$ cat config.mk
export PLATFORM = sky130hd
export DESIGN_NAME = seq_mult4
export DESIGN_NICKNAME = d
export VERILOG_FILES = /design/src/rtl/seq_mult_pkg.sv /design/src/rtl/cla_add4.sv /design/src/rtl/seq_mult4.sv
export SDC_FILE = /design/constraint.sdc
export NUM_CORES = 1
export LEC_CHECK = 0
export ABC_AREA = 1
export CORE_AREA = 2 2 53 55
export DETAILED_ROUTE_END_ITERATION = 8
export DIE_AREA = 0 0 55 57
export GPL_TIMING_DRIVEN = 0
export PLACE_DENSITY = 0.79
export SYNTH_ARGS = -nofsm -noshare
export SYNTH_HDL_FRONTEND = slang
export SYNTH_HIERARCHICAL = 1
export SYNTH_SLANG_ARGS = --single-unit
$ cat constraint.sdc
create_clock -name clk -period 4.5 [get_ports clk]
set_input_delay 1.125 -clock clk [delete_from_list [all_inputs] [get_ports clk]]
set_output_delay 1.125 -clock clk [all_outputs]
set_load 0.01 [all_outputs]
$ cat src/rtl/seq_mult_pkg.sv
// Shared constants for the sequential shift-add multiplier.
// Holds the FSM state encoding and the default operand width.
package seq_mult_pkg;

    localparam int DEF_WIDTH = 4;

    typedef logic [1:0] state_t;

    localparam state_t ST_IDLE = 2'd0;
    localparam state_t ST_RUN  = 2'd1;
    localparam state_t ST_FIN  = 2'd2;

    // Number of 4-bit CLA slices needed for a given operand width.
    function automatic int cla_slices(input int width);
        return width / 4;
    endfunction

endpackage

$ cat src/rtl/cla_add4.sv
// 4-bit generate/propagate carry-lookahead adder slice.
// Ports: A, B (4-bit addends), C0 (carry in) -> S (4-bit sum), C4 (carry out).
module cla_add4 (
    input  logic [3:0] A,
    input  logic [3:0] B,
    input  logic       C0,
    output logic [3:0] S,
    output logic       C4
);

    logic [3:0] g;
    logic [3:0] p;
    logic [4:0] c;

    assign g = A & B;
    assign p = A ^ B;

    // All carries are flattened from g/p so no carry ripples inside a slice.
    assign c[0] = C0;
    assign c[1] = g[0] | (p[0] & C0);
    assign c[2] = g[1] | (p[1] & g[0])
                | (p[1] & p[0] & C0);
    assign c[3] = g[2] | (p[2] & g[1])
                | (p[2] & p[1] & g[0])
                | (p[2] & p[1] & p[0] & C0);
    assign c[4] = g[3] | (p[3] & g[2])
                | (p[3] & p[2] & g[1])
                | (p[3] & p[2] & p[1] & g[0])
                | (p[3] & p[2] & p[1] & p[0] & C0);

    assign S  = p ^ c[3:0];
    assign C4 = c[4];

endmodule

$ cat src/rtl/seq_mult4.sv
// Sequential shift-add unsigned multiplier with START/DONE handshake.
// Ports: clk, rst (async high), START, A, B in; BUSY, DONE, P (2*WIDTH) out.
// Optional macro SEQ_MULT_ZERO_SKIP_EN: zero operands bypass RUN (P=0 in 2 cycles).
module seq_mult4
    import seq_mult_pkg::*;
#(
    parameter int WIDTH = DEF_WIDTH
) (
    input  logic               clk,
    input  logic               rst,
    input  logic               START,
    input  logic [WIDTH-1:0]   A,
    input  logic [WIDTH-1:0]   B,
    output logic               BUSY,
    output logic               DONE,
    output logic [2*WIDTH-1:0] P
);

    localparam int CW  = $clog2(WIDTH + 1);
    localparam int NSL = cla_slices(WIDTH);

    state_t           state;
    state_t           state_d;
    logic [WIDTH-1:0] m;
    logic [WIDTH-1:0] acc;
    logic [WIDTH-1:0] q;
    logic [CW-1:0]    cnt;
    logic [2*WIDTH-1:0] p_q;
    logic             done_q;

    logic [WIDTH-1:0] addend;
    logic [WIDTH-1:0] sum;
    logic [NSL:0]     carry;
    logic             c_out;
    logic             last;
    logic             skip;

`ifdef SEQ_MULT_ZERO_SKIP_EN
    assign skip = (A == '0) || (B == '0);
`else
    assign skip = 1'b0;
`endif

    assign addend = q[0] ? m : '0;
    assign carry[0] = 1'b0;

    for (genvar gi = 0; gi < NSL; gi++) begin : g_cla
        cla_add4 u_cla (
            .A  (acc[4*gi+3:4*gi]),
            .B  (addend[4*gi+3:4*gi]),
            .C0 (carry[gi]),
            .S  (sum[4*gi+3:4*gi]),
            .C4 (carry[gi+1])
        );
    end

    assign c_out = carry[NSL];
    assign last  = (cnt == CW'(WIDTH - 1));

    always_ff @(posedge clk or posedge rst) begin
        if (rst) begin
            state <= ST_IDLE;
        end else begin
            state <= state_d;
        end
    end

    always_comb begin
        state_d = state;
        case (state)
            ST_IDLE: begin
                if (START) begin
                    state_d = skip ? ST_FIN : ST_RUN;
                end
            end
            ST_RUN: begin
                if (last) begin
                    state_d = ST_FIN;
                end
            end
            ST_FIN:  state_d = ST_IDLE;
            default: state_d = ST_IDLE;
        endcase
    end

    // Each RUN edge shifts {C,S,Q} right by one; the carry lands in ACC MSB.
    always_ff @(posedge clk or posedge rst) begin
        if (rst) begin
            m      <= '0;
            acc    <= '0;
            q      <= '0;
            cnt    <= '0;
            p_q    <= '0;
            done_q <= 1'b0;
        end else begin
            done_q <= (state == ST_FIN);
            case (state)
                ST_IDLE: begin
                    if (START) begin
                        m   <= A;
                        q   <= B;
                        acc <= '0;
                        cnt <= '0;
                        if (skip) begin
                            p_q <= '0;
                        end
                    end
                end
                ST_RUN: begin
                    acc <= {c_out, sum[WIDTH-1:1]};
                    q   <= {sum[0], q[WIDTH-1:1]};
                    cnt <= cnt + CW'(1);
                    if (last) begin
                        p_q <= {c_out, sum, q[WIDTH-1:1]};
                    end
                end
                default: begin
                end
            endcase
        end
    end

    assign BUSY = (state == ST_RUN);
    assign DONE = done_q;
    assign P    = p_q;

endmodule

==> metrics, run 1 <==
clk root buf clkbuf_4; sequential fraction of the synthesis area 48.01%; synth unique cells 21; drt wl/cell 11.54 microns; first-pass GRT wire length roughly 4300 microns; RSZ-0062 raised after global routing false; Hold Path End cnt[0]; Num CTS Buffers 3; postcts setup bufs 0; diodes inserted 0; reg2reg end acc[2]; vias in the first global route 1087; synth warn 6; starting density of the core between 50% and 60%; CP Max Fanout 7; WL met3 96 microns; met2 wire length roughly 1300 microns; Post-CTS Hold Fix Bufs 0; Pleak between 0.0008 and 0.0009 uW; nets a little over 200; reg-to-reg startpoint q[0]; FF+latch count, synth 26; worst slew pin tran 0.9307 ns; relative slew slack a little under two fifths; share of layout cells above drive strength 1 around an eighth; clk sink count 26; CP Capture Type primary output; CTS tree done; Final Max Tran Viols 0; DP Cell Count approximately 210; final worst path period share between 60% and 70%; Clock Pin Slew Worst Setup and Hold Paths 0.14 ns; I/O pins 21; port bufs 20; total grt overflow 0; WP data required 3.38 ns; Die Y approximately 57 microns; ANT nets after route 0; vias ~1100; Max clock buf depth 2; crit path max-delay cell type clkdlybuf4s50_1; Non-Filler Instances 218; Rows 19; Worst Skew 0.008629 ns; min-delay src cnt[0]; WL final around 2500 microns; chip width 55 microns; Final GP Congestion between 0.8 and 0.9; Clock Latency Late Sink around 0.32 ns; Cell Area, Synth between 1000 and 1500 sq um; P&R area growth vs syn 20.87%; CP peak stage delay about 0.57 ns; number of antenna violations at the first check in global routing 0; Buffers & Inverters on Critical Path 2; crit path cell chain inv_2, nor2_4, clkdlybuf4s50_1; Crit path arrival time around 1.6 ns; status finished clean; Max-Cap Viols 0; DRC viols 0; Via density a little under 5; GRT Total Usage 18.82%; Crit Path Category reg2out; Reg2Reg Setup Slack about 2.9 ns; Syn Area/Cell ~8.4 sq um; Core Footprint 2615 sq um; pin count of the biggest net entering global routing 27; M1 WL around 1100 microns; synthesized instance count between 150 and 200; DRT iter0 DRCs 9; Top delay family on crit path buffers and inverters; worst hold path depth 1; CTS H-tree lvls 1; post_cts resized 0; HPWL after detailed placement between 1500 and 2000 microns; die area roughly 3100 sq um; VDD IR max approximately 490 uV; top routing layer in use met4; Final Critical Period about 2.7 ns; final setup TNS 0 ns; Pwr per Cell Area around 650 nW/um^2; critical path launch point type flop; Hold Crit Class reg2reg; final setup vio count 0; final count of hold timing violations 0; DR pass1 iterations 4; Worst R2R Path Depth 9; fmax roughly 0.36 GHz
synth_stat cells (all sizes together):
master,number,area [sq um]
nand2,43,178.9
inv,31,116.4
dfrtp,26,650.6
nand3,23,115.1
o21ai,16,106.4
ha,6,75.07
buf,4,28.78
nor2,4,22.52
a21oi,2,10.01
nand4,2,12.51
conb,1,3.750
fa,1,20.02
or2,1,6.260
xnor2,1,8.760
cell families (layout without fill, tap and decap cells):
group,count (synthesis),count (layout),share of synthesized area [%]
AO/OA/AOI/OAI,18,18,8.587
buffers and inverters,35,59,10.71
AND/OR/NAND/NOR,73,73,24.75
other,1,3,0.2767
XOR/XNOR,1,1,0.6465
flip-flops,26,26,48.01
adder cells (fa/ha/maj),7,7,7.017
worst register-to-register path, stage by stage, from the launching register on:
cell and delay [ns]:
dfrtp_1 0.45, nand2_1 0.08, inv_1 0.04, ha_1 0.32
or2_0 0.21, nand2_1 0.08, nand3_1 0.07, nand2_1 0.08
inv_1 0.07, o21ai_0 0.17
power by group:
group / total [uW] / switching [uW] / internal, uW
sequential: 394 / 62.4 / 331
combinational: 549 / 314 / 235
clock: 116 / 66.5 / 49.4
total: 1060 / 443 / 616
metal layers:
metal  GRT usage (%)  up-vias
met5               0        -
met4           8.711        0
met3           3.403        4
met2           33.33       24
met1           21.05      499
li1                -      554
cells in the final DEF (no fill, tap or decap), types with 2 or more instances in the layout:
master            n
dfrtp_1          26
buf_2             2
nand4_1           2
nand2_1          38
o21ai_0           9
nor2_1            3
clkdlybuf4s50_1  20
a21oi_1           2
ha_1              6
clkbuf_4          3
nand3_1          23
o21ai_2           7
nand2_2           4
inv_1            30
conb_1            3
worst max-delay path by stage:
stage | start | end | slack, ns | depth (start not counted)
after floorplan | state[0] | BUSY | 2.73 | 2
after detailed placement | state[0] | BUSY | 2.12 | 3
final | state[0] | BUSY | 1.75 | 3
after global placement | state[0] | BUSY | 2.13 | 3
after global routing | state[0] | BUSY | 1.68 | 3
after CTS | state[0] | BUSY | 1.75 | 3
flip-flops by register name, summed over array words and instances, names as in the netlist:
| register | cells |
|---|---|
| P | 8 |
| acc | 4 |
| m | 4 |
| q | 4 |
| cnt | 3 |
| state | 2 |
| DONE | 1 |
stage by stage:
| stage | setup slack, ns | utilization, % | hold slack, ns | cell area (sq um) | total power, uW |
|---|---|---|---|---|---|
| after global placement | 2.134 | 61.24 | 0.4626 | 1602 | 921.5 |
| after floorplan | 2.735 | - | 0.4497 | 1363 | 774.2 |
| final | 1.753 | 62.63 | 0.4906 | 1638 | 1058 |
| after CTS | 1.747 | 62.63 | 0.4917 | 1638 | 1070 |
| after global routing | 1.683 | 62.63 | 0.5182 | 1638 | 1165 |
| after detailed placement | 2.122 | 61.24 | 0.4699 | 1602 | 955.1 |
layout make-up:
class,instances,area (sq um)
sequential,26,650.6
timing repair buffer,20,200.2
multi-input combinational,102,566.8
clock buffer,4,36.28
inverter,31,116.4
fill,221,977.2
tap,31,38.79
buffer,4,28.78
Power figures use the tool's default switching activity.
==> run 2, diff against run 1 <==
- CORE_AREA: 2 2 53 55 -> 2 2 55 57
- DIE_AREA: 0 0 55 57 -> 0 0 57 59
- PLACE_DENSITY: 0.79 -> 0.74
- clock period: 4.5 -> 2.7 ns (I/O delays scaled with it)
==> metrics, run 2 (same netlist as run 1, synthesis figures left out) <==
Final Critical Period 2.327 ns; max FFs per register 8; total grt overflow 0; final worst path period share 86.19%; DRT iter0 DRCs 29; Non-Filler Instances around 220; vias approximately 1100; VDD IR max between 700 and 800 uV; HPWL after detailed placement between 1500 and 2000 microns; DRC viols 0; Placed Area 1602 sq um; final count of hold timing violations 0; critical path launch point type flop; fmax between 0.4 and 0.5 GHz; CP Max Fanout 7; worst slew pin tran approximately 0.95 ns; postcts setup bufs 0; chip width roughly 57 microns; finished layout cell area ~1700 sq um; first-pass GRT wire length around 4500 microns; commonest non-fill, non-tap cell in the layout nand2_1; Max-Cap Viols 0; drt wl/cell roughly 12 microns; number of antenna violations at the first check in global routing 0; ANT nets after route 0; CTS H-tree lvls 1; Pwr per Cell Area 1115 nW/um^2; Max clock buf depth 2; Pleak approximately 0.0009 uW; Final Max Tran Viols 0; Setup WS pre-CTS roughly 0.75 ns; starting density of the core approximately 50%; Post-CTS Hold Fix Bufs 0; Power, Total about 1800 uW; port bufs 20; DP Cell Count approximately 210; Via density between 5 and 6; Die Y approximately 60 microns; clk root buf clkbuf_4; Rows 19; WP data required about 2 ns; Num CTS Buffers 3; die area around 3400 sq um; top routing layer in use met4; Clock Latency Late Sink 0.33 ns; Worst Skew about 0.007 ns; Crit path arrival time between 1.5 and 2 ns; Final GP Congestion around 0.78; final setup vio count 0; Clock Pin Slew Worst Setup and Hold Paths 0.15 ns; met2 wire length 1253 microns; clk sink count 26; CP Capture Type primary output; share of layout cells above drive strength 1 between 10% and 20%; GRT Total Usage between 15 and 20%; worst setup margin ~0.37 ns; vias in the first global route between 1000 and 1500; nets 206; diodes inserted 0; DR pass1 iterations 4; final setup TNS 0 ns; pin count of the biggest net entering global routing 27; I/O pins 21; status finished clean; most frequent cells in the layout nand2_1, inv_1, dfrtp_1, nand3_1, clkdlybuf4s50_1; post_cts resized 0; P&R area growth vs syn 22.07%; Hold Crit Class reg2reg; WL final approximately 2500 microns; M1 WL between 1000 and 1500 microns; Crit Path Category reg2out; CTS tree done; RSZ-0062 raised after global routing false; relative slew slack 36.92%; Core Footprint around 2700 sq um; WL met3 approximately 120 microns
## run 2: cell types whose count changed in the layout (fill, tap and decap cells not counted)
cell	previous run	this run
bufinv_16	0	1
clkbuf_8	1	0
## run 2: through the flow
step / utilization [%] / hold WS (ns)
6_report: 61.03 / 0.4927
5_1_grt: 61.03 / 0.5197
4_1_cts: 61.03 / 0.5029
3_5_place_dp: 59.10 / 0.4748
3_3_place_gp: 59.10 / 0.4649
2_1_floorplan: - / 0.4497
## run 2: final cells by class
| class | instances | area, sq um |
|---|---|---|
| fill | 246 | 1056 |
| sequential | 26 | 650.6 |
| multi-input combinational | 102 | 566.8 |
| timing repair buffer | 20 | 200.2 |
| inverter | 31 | 116.4 |
| tap | 31 | 38.79 |
| clock inverter | 1 | 30.03 |
| buffer | 4 | 28.78 |
| clock buffer | 3 | 22.52 |
## run 2: layer usage
layer | track usage [%] | vias to the layer above
met2 | 32.02 | 26
met5 | 0 | -
met3 | 1.965 | 5
li1 | - | 551
met1 | 20.51 | 521
met4 | 5.980 | 0
## run 2: worst max-delay path: stages, from the launching register on
cell and delay (ns):
dfrtp_1 0.49, inv_2 0.08, nor2_4 0.18, clkdlybuf4s50_1 0.57
## run 2: report_power, final
part | internal (uW) | leakage, uW | switching [uW] | total [uW]
clock network | 150 | 0.0000279 | 122 | 273
registers | 553 | 0.000328 | 110 | 663
logic | 389 | 0.000540 | 519 | 908
total | 1090 | 0.000896 | 752 | 1840
## run 2: final timing paths
check                         start     end  slack (ns)  cells after the start
setup / recovery           state[0]    BUSY        0.37                      3
hold / removal               cnt[0]  cnt[0]        0.49                      1
setup reg to reg               q[0]  acc[2]        1.03                      9
hold reg to reg              cnt[0]  cnt[0]        0.49                      1
max in group asynchronous       rst    q[3]        1.28                      2
min in group asynchronous       rst    P[2]        0.84                      2
==> run 3, diff against run 2 <==
- HOLD_SLACK_MARGIN: default -> 0.15
- SETUP_SLACK_MARGIN: default -> 0.3
==> metrics, run 3 (same netlist as run 1, synthesis figures left out) <==
status finished clean; nets 206; Pwr per Cell Area 1115 nW/um^2; Pleak about 0.0009 uW; final worst path period share roughly 84%; Core Footprint 2710 sq um; HPWL after detailed placement ~1900 microns; final setup vio count 0; die area 3363 sq um; clk root buf clkbuf_4; fillcell total between 200 and 250; Hold Crit Class reg2reg; Rows 19; diodes inserted 0; worst slew pin tran between 0.9 and 1 ns; starting density of the core around 50%; total grt overflow 0; Worst Skew ~0.0037 ns; VDD IR max ~710 uV; relative slew slack 36.87%; CTS tree done; chip width between 50 and 60 microns; critical path startpoint state[0]; first-pass GRT wire length approximately 4500 microns; Max-Cap Viols 0; share of layout cells above drive strength 1 between 10% and 20%; CTS H-tree lvls 1; WL final 2552 microns; CP Capture Type primary output; pin count of the biggest net entering global routing 27; drt wl/cell approximately 12 microns; postcts setup bufs 0; DRT iter0 DRCs 15; Max clock buf depth 2; max FFs per register 8; clk sink count 26; GRT Total Usage 17.16%; Via density approximately 5.0; number of antenna violations at the first check in global routing 0; final count of hold timing violations 0; min-delay src cnt[0]; fmax approximately 0.44 GHz; RSZ-0062 raised after global routing false; ANT nets after route 0; vias approximately 1100; DR pass1 iterations 4; Power, Total around 1800 uW; Clock Latency Late Sink 0.32 ns; most frequent cells in the layout nand2_1, inv_1, dfrtp_1, nand3_1, clkdlybuf4s50_1; Final Max Tran Viols 0; P&R area growth vs syn 22.16%; DRC viols 0; critical path launch point type flop; Reg2Reg Setup Slack ~1.0 ns; final setup TNS 0 ns; commonest non-fill, non-tap cell in the layout nand2_1; Num CTS Buffers 3; Crit path arrival time about 1.6 ns; CP Max Fanout 7; port bufs 20; Post-CTS Hold Fix Bufs 0; reg-to-reg startpoint q[0]; Crit Path Category reg2out; Final GP Congestion just under 0.8; Clock Pin Slew Worst Setup and Hold Paths between 0.1 and 0.15 ns; vias in the first global route roughly 1100; WP data required between 2 and 2.5 ns; Final Critical Period roughly 2.3 ns; Die Y 59 microns; I/O pins 21
run 3: cell types whose count changed in the layout (fill, tap and decap cells not counted):
cell     previous run  this run
dfrtp_1            26        25
dfrtp_2             0         1
run 3: final cells by class:
type | instances | area [sq um] | share of cell area, %
clock inverters | 1 | 30.03 | 1.814
inverters | 31 | 116.4 | 7.029
repair buffers | 20 | 200.2 | 12.09
clock buffers | 3 | 22.52 | 1.361
multi-input cells | 102 | 566.8 | 34.24
flip-flops and latches | 26 | 651.9 | 39.38
plain buffers | 4 | 28.78 | 1.738
well taps | 31 | 38.79 | 2.343
run 3: worst max-delay path, stage by stage, from the launching register on:
cell	delay, ns
dfrtp_2	0.46
inv_2	0.07
nor2_4	0.17
clkdlybuf4s50_1	0.57
run 3: worst paths after layout:
kind,to,depth (start not counted)
hold reg to reg,cnt[0],1
hold / removal,cnt[0],1
min in group asynchronous,P[2],2
setup reg to reg,acc[2],9
max in group asynchronous,state[0],2
setup / recovery,BUSY,3
run 3: report_power, final:
group          internal [uW]  switching, uW
sequential               554            111
clock                    150            119
combinational            390            521
run 3: metal layers:
layer | up-vias | global-route usage [%] | routed length, microns
li1 | 551 | - | -
met1 | 518 | 20.51 | 1162
met2 | 17 | 32.02 | 1276
met3 | 2 | 1.965 | 94
met4 | 0 | 5.980 | 19
met5 | - | 0 | 0
run 3: timing repair:
action	CTS	global route
endpoints found under the setup margin	0	1
hold endpoints to repair	0	0
resized for setup	0	1
run 3: through the flow:
step / setup WS (ns) / utilization, % / std cells / hold slack [ns] / cell area, sq um
CTS: 0.3708 / 61.03 / 218 / 0.5029 / 1654
detailed placement: 0.7526 / 59.10 / 214 / 0.4748 / 1602
finish: 0.4316 / 61.08 / 218 / 0.4920 / 1655
floorplan: 1.230 / - / 163 / 0.4497 / 1363
global route: 0.3608 / 61.08 / 218 / 0.5197 / 1655
global placement: 0.7762 / 59.10 / 214 / 0.4649 / 1602
